==> src/rtl/map_table.sv <==
// Rename table mapping architectural registers to ROB tags, with two source lookups.
// Latency: lookups are combinational (zero cycles); state updates take effect at the next clock edge.
// Backpressure: none. Every dispatch, CDB and retire input is consumed in the cycle it is presented.
//
// Ports:
//   clock, reset                 rising-edge clock, asynchronous active-high reset
//   squash                       flush every mapping at the next edge; lookups read as zero this cycle
//   dispatch_*                   install dispatch_tag as the new producer of dispatch_dest_idx
//   cdb_valid, cdb_tag           mark the mappings that wait on cdb_tag as value-ready
//   retire_*                     clear a mapping, but only while it still names the retiring tag
//   rs1_*/rs2_* lookups          tag, renamed flag and ready flag for the two source registers
//   busy_count                   number of registers that are currently mapped
module map_table #(
    parameter int REG_LEN = 32,
    parameter int ROB_LEN = 8,
    localparam int REG_W = $clog2(REG_LEN),
    localparam int TAG_W = $clog2(ROB_LEN),
    localparam int CNT_W = REG_W + 1
) (
    input  logic             clock,
    input  logic             reset,
    input  logic             squash,
    input  logic             dispatch_valid,
    input  logic [REG_W-1:0] dispatch_dest_idx,
    input  logic [TAG_W-1:0] dispatch_tag,
    input  logic [REG_W-1:0] rs1_idx,
    input  logic [REG_W-1:0] rs2_idx,
    input  logic             cdb_valid,
    input  logic [TAG_W-1:0] cdb_tag,
    input  logic             retire_valid,
    input  logic [REG_W-1:0] retire_dest_idx,
    input  logic [TAG_W-1:0] retire_tag,
    output logic [TAG_W-1:0] rs1_tag,
    output logic [TAG_W-1:0] rs2_tag,
    output logic             rs1_tag_valid,
    output logic             rs2_tag_valid,
    output logic             rs1_ready,
    output logic             rs2_ready,
    output logic [CNT_W-1:0] busy_count
);

    typedef struct packed {
        logic [TAG_W-1:0] tag;
        logic             valid;
        logic             ready;
    } lookup_t;

    logic [TAG_W-1:0] tag_q [REG_LEN];
    logic [REG_LEN-1:0] tag_valid_q;
    logic [REG_LEN-1:0] ready_q;

    logic dispatch_en;
    logic retire_clear;
    logic inc;
    logic dec;

    // Register 0 is hard-wired zero, so a dispatch to it never creates a mapping.
    assign dispatch_en = dispatch_valid && (dispatch_dest_idx != '0);

    // A retire counts only if the entry still names the retiring instruction.
    // Once a younger producer has been dispatched, the retire is stale and is dropped.
    assign retire_clear = retire_valid && (retire_dest_idx != '0)
                        && tag_valid_q[retire_dest_idx]
                        && (tag_q[retire_dest_idx] == retire_tag);

    assign inc = dispatch_en && !tag_valid_q[dispatch_dest_idx];
    assign dec = retire_clear && !(dispatch_en && (dispatch_dest_idx == retire_dest_idx));

    // Lookups read the registered state, so the current dispatch does not affect them.
    // CDB and retire bypasses let the reservation station see this cycle's completion or retirement.
    logic [REG_W-1:0] rs_idx [2];
    lookup_t          rs_res [2];

    assign rs_idx[0] = rs1_idx;
    assign rs_idx[1] = rs2_idx;

    always_comb begin
        for (int p = 0; p < 2; p++) begin
            rs_res[p] = '0;
            if (!reset && !squash && (rs_idx[p] != '0) && tag_valid_q[rs_idx[p]]) begin
                rs_res[p].tag   = tag_q[rs_idx[p]];
                rs_res[p].valid = 1'b1;
                rs_res[p].ready = ready_q[rs_idx[p]]
                                | (cdb_valid && (tag_q[rs_idx[p]] == cdb_tag));
                if (retire_clear && (retire_dest_idx == rs_idx[p])) begin
                    // The value is being written to the register file this cycle.
                    rs_res[p].valid = 1'b0;
                    rs_res[p].ready = 1'b0;
                end
            end
        end
    end

    assign rs1_tag       = rs_res[0].tag;
    assign rs1_tag_valid = rs_res[0].valid;
    assign rs1_ready     = rs_res[0].ready;
    assign rs2_tag       = rs_res[1].tag;
    assign rs2_tag_valid = rs_res[1].valid;
    assign rs2_ready     = rs_res[1].ready;

    // Per-entry priority: squash > dispatch > retire > CDB.
    always_ff @(posedge clock or posedge reset) begin
        if (reset) begin
            for (int r = 0; r < REG_LEN; r++) begin
                tag_q[r] <= '0;
            end
            tag_valid_q <= '0;
            ready_q     <= '0;
        end else if (squash) begin
            for (int r = 0; r < REG_LEN; r++) begin
                tag_q[r] <= '0;
            end
            tag_valid_q <= '0;
            ready_q     <= '0;
        end else begin
            for (int r = 0; r < REG_LEN; r++) begin
                if (dispatch_en && (dispatch_dest_idx == REG_W'(r))) begin
                    tag_q[r]       <= dispatch_tag;
                    tag_valid_q[r] <= 1'b1;
                    ready_q[r]     <= 1'b0;
                end else if (retire_clear && (retire_dest_idx == REG_W'(r))) begin
                    tag_valid_q[r] <= 1'b0;
                    ready_q[r]     <= 1'b0;
                end else if (cdb_valid && tag_valid_q[r] && (tag_q[r] == cdb_tag)) begin
                    ready_q[r] <= 1'b1;
                end
            end
        end
    end

    // Register 0 is never mapped, so the count cannot exceed REG_LEN-1.
    // inc and dec never fire on an inconsistent entry, so the count cannot wrap.
    always_ff @(posedge clock or posedge reset) begin
        if (reset) begin
            busy_count <= '0;
        end else if (squash) begin
            busy_count <= '0;
        end else begin
            busy_count <= busy_count + CNT_W'(inc) - CNT_W'(dec);
        end
    end

endmodule

==> config.mk <==
export PLATFORM = sky130hd
export DESIGN_NAME = map_table
export DESIGN_NICKNAME = d
export VERILOG_FILES = /design/src/rtl/map_table.sv
export SDC_FILE = /design/constraint.sdc
export NUM_CORES = 1
export LEC_CHECK = 0
export BUFFER_PORTS_ARGS = -buffer_cell sky130_fd_sc_hd__buf_2
export CAP_MARGIN = 20
export CORE_MARGIN = 2
export CORE_UTILIZATION = 51
export CTS_CLUSTER_DIAMETER = 100
export DETAILED_ROUTE_END_ITERATION = 6
export PLACE_DENSITY = 0.68
export SLEW_MARGIN = 5
export SYNTH_ARGS = -nofsm -noshare
export SYNTH_HDL_FRONTEND = slang
export SYNTH_SLANG_ARGS = --single-unit
==> constraint.sdc <==
create_clock -name clock -period 7.2 [get_ports clock]
set_input_delay 1.44 -clock clock [delete_from_list [all_inputs] [get_ports clock]]
set_output_delay 1.44 -clock clock [all_outputs]
set_load 0.005 [all_outputs]
; ---- Word level (Yosys, flattened, before mapping)
; Cells that the tools add are included.
[word_totals]
regBits = 166
in_bits = 35
output_inout_bits = 16
word_cells = 682
[op_classes]
addsub = 2
n_lt_le_gt_ge = 7
n_eq_ne = 100
muxes = 221
bitwise = 5
reduce_logical = 250
[ops]
columns = op, n
row1 = 1-bit two-way mux, 166
row2 = "5-bit equality test, second input constant", 32
row3 = 1-bit logical AND, 144
row4 = 4-bit nonzero test, 32
row5 = 3-bit two-way mux, 38
row6 = 3-bit equality test, 35
row7 = 96-bit two-way mux, 1
row8 = 3-bit nonzero test, 32
row9 = "5-bit by 4-bit equality test with 1-bit output, second input constant", 16
row10 = 32-bit two-way mux, 2
row11 = 2-bit nonzero test, 32
row12 = 3-bit binary-select mux with 5-bit select, 3
row13 = "5-bit by 3-bit equality test with 1-bit output, second input constant", 8
row14 = 1-bit binary-select mux with 5-bit select, 6
row15 = "5-bit by 6-bit < comparator with 1-bit output, second input constant", 4
row16 = "5-bit by 2-bit equality test with 1-bit output, second input constant", 4
row17 = 5-bit nonzero test, 4
row18 = "6-bit greater-or-equal comparator, second input constant", 3
row19 = 5-bit NOT with 6-bit output, 3
row20 = 5-bit equality test, 3
row21 = "5-bit by 1-bit equality test with 1-bit output, second input constant", 2
row22 = 5-bit zero test, 2
row23 = 5-bit two-way mux, 2
row24 = 6-bit by 1-bit adder with 6-bit output, 1
row25 = other kinds (5), 10

; ---- Logic depth before layout (Yosys ltp)
; Gate-level depths: netlist (run 1).
[depth]
word_depth = 10
mapped_depth = 21
ltp_nobuf = 16

; ---- Worst setup path before layout (run 1)
; OpenSTA, ideal clock, no wires.
[synth_path]
path_kind = input -> output
startpoint = input port rs1_idx[0]
endpoint = output port rs1_ready
arrival_ps = 3564
required_time_ps = 5760
path_slack_ps = 2196
stages = 7
path_buffers = 1
cell_sequence = buf_2 mux4_2 mux4_2 a211oi_1 xor2_1 nand4_1 a221oi_1
[synth_via]
elab_chain_len = 9
[synth_rtl]
columns = element, line_no
row1 = from (decl), 26  ; input logic [REG_W-1:0] rs1_idx,
row2 = 5-bit NOT with 6-bit output (not written as such), 84  ; | (cdb_valid && (tag_q[rs_idx[p]] == cdb_tag));
row3 = 3-bit binary-select mux with 5-bit select, 84
row4 = 3-bit two-way mux (not written as such) (2 in a row), 84
row5 = 3-bit equality test, 84
row6 = 1-bit logical AND, 84
row7 = 1-bit OR, 84
row8 = 2-bit two-way mux, 85  ; if (retire_clear && (retire_dest_idx == rs_idx[p])) begin
row9 = 5-bit two-way mux *, 80  ; if (!reset && !squash && (rs_idx[p] != '0) && tag_valid_q[rs_idx[p]]) begin
row10 = to (decl), 37  ; output logic rs1_ready,
; Every way passes the cells marked *; elsewhere a longest branch is shown, timed or not. The select of a mux whose other input is x is not followed.

; ---- Worst setup path after layout (run 1)
[layout_path]
startpoint = input port retire_dest_idx[1]
endpoint = output port rs1_ready
[layout_via]
elab_chain_len = 9
[layout_rtl]
columns = element, line_no
row1 = from (decl), 31  ; input logic [REG_W-1:0] retire_dest_idx,
row2 = 5-bit NOT with 6-bit output (not written as such), 64  ; && (tag_q[retire_dest_idx] == retire_tag);
row3 = 3-bit binary-select mux with 5-bit select, 64
row4 = 3-bit two-way mux (not written as such) (2 in a row), 64
row5 = 3-bit equality test, 64
row6 = 1-bit logical AND, 64
row7 = 1-bit logical AND *, 85
row8 = 2-bit two-way mux *, 85
row9 = 5-bit two-way mux *, 80
; Marks and branches as above.

==> impl_metrics.ini, run 1 <==
[outcome]
outcome = finished clean

[timing]
tightestPinTransition_ns = 1.180
setup_viol = 0
relSlewSlack = 0.2135
finalWorstSetupSlack_ns = 1.074
fin_crit_sh = 0.8509
finalCriticalPeriod_ns = 6.126
fmax_ghz = 0.1632
fin_skew_ns = 0.01396
finalSetupTns_ns = 0
slew_violations = 0
hold_violations = 0
rsz0062_at_grt = false

[synthesis]
synth_seq_cells = 166
ys.flop_type = dfrtp_1
ys_async_sr_fraction = 1.000
synth_nets = 1443
synth-edff-count = 0
syn_area_per_cell_um2 = 9.206
ys_types = 45
ys_seq_area_frac = 0.3221
yosys_warnings = 0
syn_area_mm2 = 0.01290
synthCells = 1401

[die]
rows = 58
core-area_mm2 = 0.02504
fp.dieW_um = 163.0
die_area_mm2 = 0.02658
start_util = 0.5151
die_h_um = 163.0
pin_count = 51

[cts]
clockBufferDepth = 2
cts_resized = 0
cts_tree = built
hold_buffers = 0
h-tree-depth = 4
clk_pin_slew_worst_paths_ns = 0.07
cts_setup_buffers = 0
root_buffer = clkbuf_16
cts_buffers = 17
cts.sinks = 166
worstSkewPairLatency_ns = 0.45

[power]
seqPwrFrac = 0.408
power_density_mw_per_mm2 = 171.7
p_leak_nw = 5.524
swShare = 0.3111
power_frac_comb = 0.177
p_switching_mw = 0.7366
clkPwrFrac = 0.414
p_int_mw = 1.631
ir_drop_mv = 0.1675

[placed_design]
dp_slack_ns = 1.174
port_buffers = 50
globalplace.congestion = 1.028
postPlaceCellArea_mm2 = 0.01318
dp_hpwl_um = 33690

[setup_path]
critPathBufInv = 3
crit_chain = buf_4, buf_4, mux4_2, nor2b_1, a211oi_1, nor2_1, xor2_1, nor4_4, a221oi_1, buf_2
crit_path_start = retire_dest_idx[1]
start_kind = input pin
cp_slowest_cell = nor4_4
timing.rr.start = tag_q[72]
cp_max_fo = 27
arrival_ns = 4.69
crit_family = simple AND/OR/NAND/NOR gates
critPathMaxStageDelay_ns = 0.99
crit_top_cell = buf_4
crit_path_end_kind = primary output
criticalPathCategory = in2out
required_ns = 5.76

[detailed_routing]
drtIter0Drc = 1649
via_per_inst = 6.966
drt-total-wl_um = 49000
post-route-drc-count = 0
ant_nets = 0
wire_per_inst_um = 28.54
routed-via-count = 11961
dr.pass1.iters = 7

[global_route]
grt.total_usage = 0.3743
grt_pass1_wl_um = 73710
grt_pass1_vias = 11490
grt_start_max_net_pins = 86
antenna_found_initial = 2
grt_remaining_overflow = 0

[finish]
fillers = 2284
multi_input_area_mm2 = 0.008169
register_area_mm2 = 0.004154
fin_nets = 1415
syn2layout_area_growth_pct = 6.898
stdcell_area_mm2 = 0.01379
layout-drive-gt1-share = 0.1356

[min_path]
worstHoldStart = ready_q[0]
hold_class = reg2reg

[flow_run]
maxCapViolations = 0
==> worst reg2reg max path: cells and delay by family (launching register included) <==
family	cells	cell delay (ns)
AO/OA/AOI/OAI	3	0.85
XOR/XNOR	2	0.33
adder cells (fa/ha/maj)	3	0.80
buffers and inverters	1	0.04
flip-flops	1	0.46
multiplexers	2	0.77
AND/OR/NAND/NOR	5	1.20
==> cell usage after synthesis, types with 4 or more instances <==
master	n	share of area
nor2_1	188	0.055
dfrtp_1	166	0.32
nand2_1	133	0.039
mux2i_1	130	0.10
a21oi_1	108	0.042
xor2_1	80	0.054
mux4_2	78	0.14
clkbuf_1	68	0.020
o21ai_0	63	0.024
nor3_1	51	0.020
xnor2_1	44	0.030
nand3_1	41	0.016
a211oi_1	27	0.016
nor2b_1	25	0.012
a22oi_1	20	0.012
buf_2	18	0.0070
buf_4	16	0.0093
o221ai_1	15	0.010
a221oi_1	13	0.0088
a311oi_1	11	0.0075
buf_1	11	0.0032
nand2b_1	11	0.0053
inv_1	9	0.0026
nand4_1	9	0.0044
a2111oi_0	7	0.0048
a41oi_1	7	0.0048
and2_1	6	0.0029
ha_1	6	0.0058
nand3b_1	5	0.0029
mux2_2	4	0.0035
o211ai_1	4	0.0023
or2_2	4	0.0019
==> metrics by stage <==
step           utilization  power [mW]  hold WS (ns)  std cells
6_report            0.5507       2.368        0.5777       1717
2_1_floorplan            -       1.276        0.4868       1401
5_1_grt             0.5506       2.436        0.6148       1716
3_5_place_dp        0.5263       1.393        0.5400       1684
4_1_cts             0.5506       2.363        0.5648       1716
3_3_place_gp        0.5263       1.390        0.5245       1684
==> path summary, 6_finish.rpt <==
path,to,slack [ns],cells past startpoint
max,rs1_ready,1.07,10
min,ready_q[0],0.58,2
max reg2reg,busy_count[4],2.60,16
min reg2reg,ready_q[0],0.58,2
max in group asynchronous,tag_q[4],4.83,3
min in group asynchronous,ready_q[16],1.07,2
==> routing by layer <==
| layer | part of all wire | global-route usage | up-vias |
|---|---|---|---|
| met3 | 0.12 | 0.09472 | 148 |
| li1 | - | - | 5022 |
| met2 | 0.43 | 0.5528 | 832 |
| met4 | 0.041 | 0.1488 | 2 |
| met1 | 0.41 | 0.5288 | 5957 |
| met5 | 0.00027 | 0 | - |
==> power by group through the flow <==
stage	Sequential (mW)	Clock, mW	Combinational [mW]
detailed placement	0.983	0	0.410
floorplan	0.979	0	0.297
CTS	0.966	0.985	0.411
finish	0.967	0.981	0.420
global placement	0.984	0	0.406
global route	0.968	1.02	0.449
==> cell families after synthesis <==
| family | count (synthesis) | synth area share |
|---|---|---|
| and+or+nand+nor | 482 | 0.1646 |
| muxes | 212 | 0.2406 |
| DFF | 166 | 0.3221 |
| adders and majority gates | 7 | 0.007373 |
| buffers and inverters | 127 | 0.04453 |
| AOI/OAI and AO/OA | 283 | 0.1366 |
| xor gates and xnor gates | 124 | 0.08421 |
==> cell type report <==
cell class                      instances  share of cell area
Antenna cell                            1           0.0001815
Sequential cell                       166              0.3013
Clock buffer                           19             0.03285
Multi-Input combinational cell       1108              0.5925
Tap cell                              330             0.02995
Timing Repair Buffer                   68             0.02831
Clock inverter                         13             0.01125
Inverter                               12            0.003630
==> flip-flops by register name (all words and copies together) (netlist names) <==
| signal | cells |
|---|---|
| tag_q | 96 |
| ready_q | 32 |
| tag_valid_q | 32 |
| busy_count | 6 |
==> layout by cell type (no fill, tap or decap), drive strengths merged, types with 4 or more instances in the layout <==
| cell type | Yosys | routed |
|---|---|---|
| buf | 47 | 68 |
| nand4 | 9 | 9 |
| a22oi | 20 | 20 |
| o21ai | 63 | 63 |
| nor2 | 188 | 188 |
| xnor2 | 44 | 44 |
| a41oi | 7 | 7 |
| mux2 | 4 | 4 |
| dfrtp | 166 | 166 |
| o211ai | 4 | 4 |
| nand2 | 133 | 133 |
| a311oi | 11 | 11 |
| nand3 | 41 | 41 |
| nor3 | 51 | 51 |
| clkinv | 3 | 5 |
| a221oi | 13 | 13 |
| clkbuf | 68 | 19 |
| nand3b | 5 | 5 |
| ha | 6 | 6 |
| a211oi | 27 | 27 |
| mux4 | 78 | 78 |
| a2111oi | 7 | 7 |
| or2 | 4 | 4 |
| nor2b | 25 | 25 |
| inv | 9 | 17 |
| mux2i | 130 | 130 |
| nand2b | 11 | 11 |
| o221ai | 15 | 15 |
| and2 | 6 | 6 |
| xor2 | 80 | 80 |
| a21oi | 108 | 108 |
Power figures use the tool's default switching activity.
==> run 2: changes to the inputs <==
==> constraint.sdc (replaced) <==
create_clock -name clock -period 7.2 [get_ports clock]
set_input_delay 0.36 -clock clock [delete_from_list [all_inputs] [get_ports clock]]
set_output_delay 0.36 -clock clock [all_outputs]
set_load 0.005 [all_outputs]
==> run 2 against run 1 <==
Effect of this change:
- the run now ends with DRC left
- wire length down 3.9%
- combinational power down 1%
- sequential power about the same
- die area unchanged
- first-iteration DRC count up 17%
- clock skew down 0.0012 ns
- setup slack better by 1.7 ns
==> impl_metrics.ini, run 2 (same netlist as run 1, synthesis figures left out) <==
[detailed_routing]
wire_per_inst_um = 27.55
ant_nets = 0
drtIter0Drc = 1929
via_per_inst = 7.003
routed-via-count = 11968
drt-total-wl_um = 47080
post-route-drc-count = 2
dr.pass1.iters = 7

[timing]
finalSetupTns_ns = 0
fin_skew_ns = 0.01280
fin_crit_sh = 0.6079
finalCriticalPeriod_ns = 4.377
rsz0062_at_grt = false
fmax_ghz = 0.2285
setup_viol = 0
slew_violations = 0
relSlewSlack = 0.2417
tightestPinTransition_ns = 1.135
hold_violations = 0

[die]
die_h_um = 163.0
fp.dieW_um = 163.0
start_util = 0.5151
die_area_mm2 = 0.02658
core-area_mm2 = 0.02504
rows = 58
pin_count = 51

[global_route]
grt.total_usage = 0.3605
grt_remaining_overflow = 0
grt_pass1_wl_um = 71380
antenna_found_initial = 0
grt_use_met2 = 0.5266
use_met1 = 0.5116
grt_start_max_net_pins = 96
busiest_layer = met2
grt_pass1_vias = 11196
grt_use_met3 = 0.09269

[placed_design]
dp_hpwl_um = 31850
port_buffers = 50
globalplace.congestion = 1.001

[setup_path]
timing.rr.start = tag_q[72]
crit_path_start = retire_dest_idx[1]
critPathCapture = rs2_ready
crit_family = buffers and inverters
critPathMaxStageDelay_ns = 0.72
crit_path_end_kind = primary output
worst-path-stages = 10
ff2ff_setup_slack_ns = 3.42
cp_max_fo = 66
worstRegToRegCells = 16
crit_top_cell = buf_4
required_ns = 6.84
critPathBufInv = 3
crit_chain = buf_4, mux4_2, mux2_2, a211oi_1, nor3_1, xor2_1, nor4_4, buf_4, a221oi_1, buf_2
arrival_ns = 4.02
start_kind = input pin
worstReg2RegEnd = busy_count[4]
criticalPathCategory = in2out
cp_slowest_cell = buf_4

[finish]
layout_commonest_cell = nor2_1
layout-drive-gt1-share = 0.1313
regMostFlops = tag_q
largest_reg_flops = 96
fin_nets = 1409
syn2layout_area_growth_pct = 6.587
final_cell_mix = nor2_1 (188), dfrtp_1 (166), nand2_1 (133)
diodes = 0
top_regs = tag_q: 96 flops, ready_q: 32 flops, tag_valid_q: 32 flops
postLayoutCoreUtil = 0.5491

[power]
ir_drop_mv = 0.1262
p_leak_nw = 5.487
p_int_mw = 1.645
clkPwrFrac = 0.419
swShare = 0.3091
power_density_mw_per_mm2 = 173.2
p_switching_mw = 0.7360
seqPwrFrac = 0.406
power_frac_comb = 0.175

[flow_run]
maxCapViolations = 0

[cts]
cts_resized = 0
worstSkewPairLatency_ns = 0.45
cts_setup_buffers = 0
clk_pin_slew_worst_paths_ns = 0.07
cts_tree = built
cts.sinks = 166
cts_buffers = 17
hold_buffers = 0
root_buffer = clkbuf_16
h-tree-depth = 4
clockBufferDepth = 2

[min_path]
hold_class = in2async

[outcome]
violations = DRC
outcome = complete, but fails checks
==> run 2: worst min-delay path by stage <==
| stage | startpoint | endpoint | slack [ns] | cells after the start |
|---|---|---|---|---|
| final | reset | tag_q[43] | 0.12 | 2 |
| after global routing | reset | tag_q[44] | 0.21 | 2 |
| after CTS | reset | tag_q[63] | 0.16 | 2 |
| after detailed placement | ready_q[0] | ready_q[0] | 0.58 | 2 |
| after global placement | ready_q[0] | ready_q[0] | 0.55 | 2 |
| after floorplan | ready_q[0] | ready_q[0] | 0.49 | 2 |
==> run 2: cell type report <==
class | instances | area [um2]
Timing Repair Buffer | 62 | 345.3
Sequential cell | 166 | 4154
Fill cell | 2273 | 11290
Multi-Input combinational cell | 1108 | 8169
Tap cell | 330 | 412.9
Clock inverter | 14 | 190.2
Clock buffer | 17 | 425.4
Inverter | 12 | 50.05
==> run 2: through the flow <==
stage / std cells / cell area [um2] / hold slack [ns] / setup slack, ns / power [mW]
2_1_floorplan: 1401 / 12900 / 0.4868 / 2.350 / 1.276
3_3_place_gp: 1678 / 13130 / 0.5539 / 2.813 / 1.385
3_5_place_dp: 1678 / 13130 / 0.5775 / 2.704 / 1.390
4_1_cts: 1709 / 13750 / 0.1580 / 2.880 / 2.376
5_1_grt: 1709 / 13750 / 0.2053 / 2.693 / 2.457
6_report: 1709 / 13750 / 0.1167 / 2.823 / 2.381
==> run 2: layer usage <==
metal  part of all wire  wire length (um)  vias up
li1                   -                 -     5008
met1               0.39             18140     5840
met2               0.43             20470      953
met3               0.14              6363      167
met5                  0                 0        -
met4              0.045              2108        0
==> run 2: power by group through the flow <==
stage / logic [mW] / clock network [mW] / registers [mW]
after global placement: 0.401 / 0 / 0.984
final: 0.416 / 0.998 / 0.967
after CTS: 0.408 / 1.00 / 0.966
after floorplan: 0.297 / 0 / 0.979
after detailed placement: 0.407 / 0 / 0.983
after global routing: 0.442 / 1.05 / 0.969
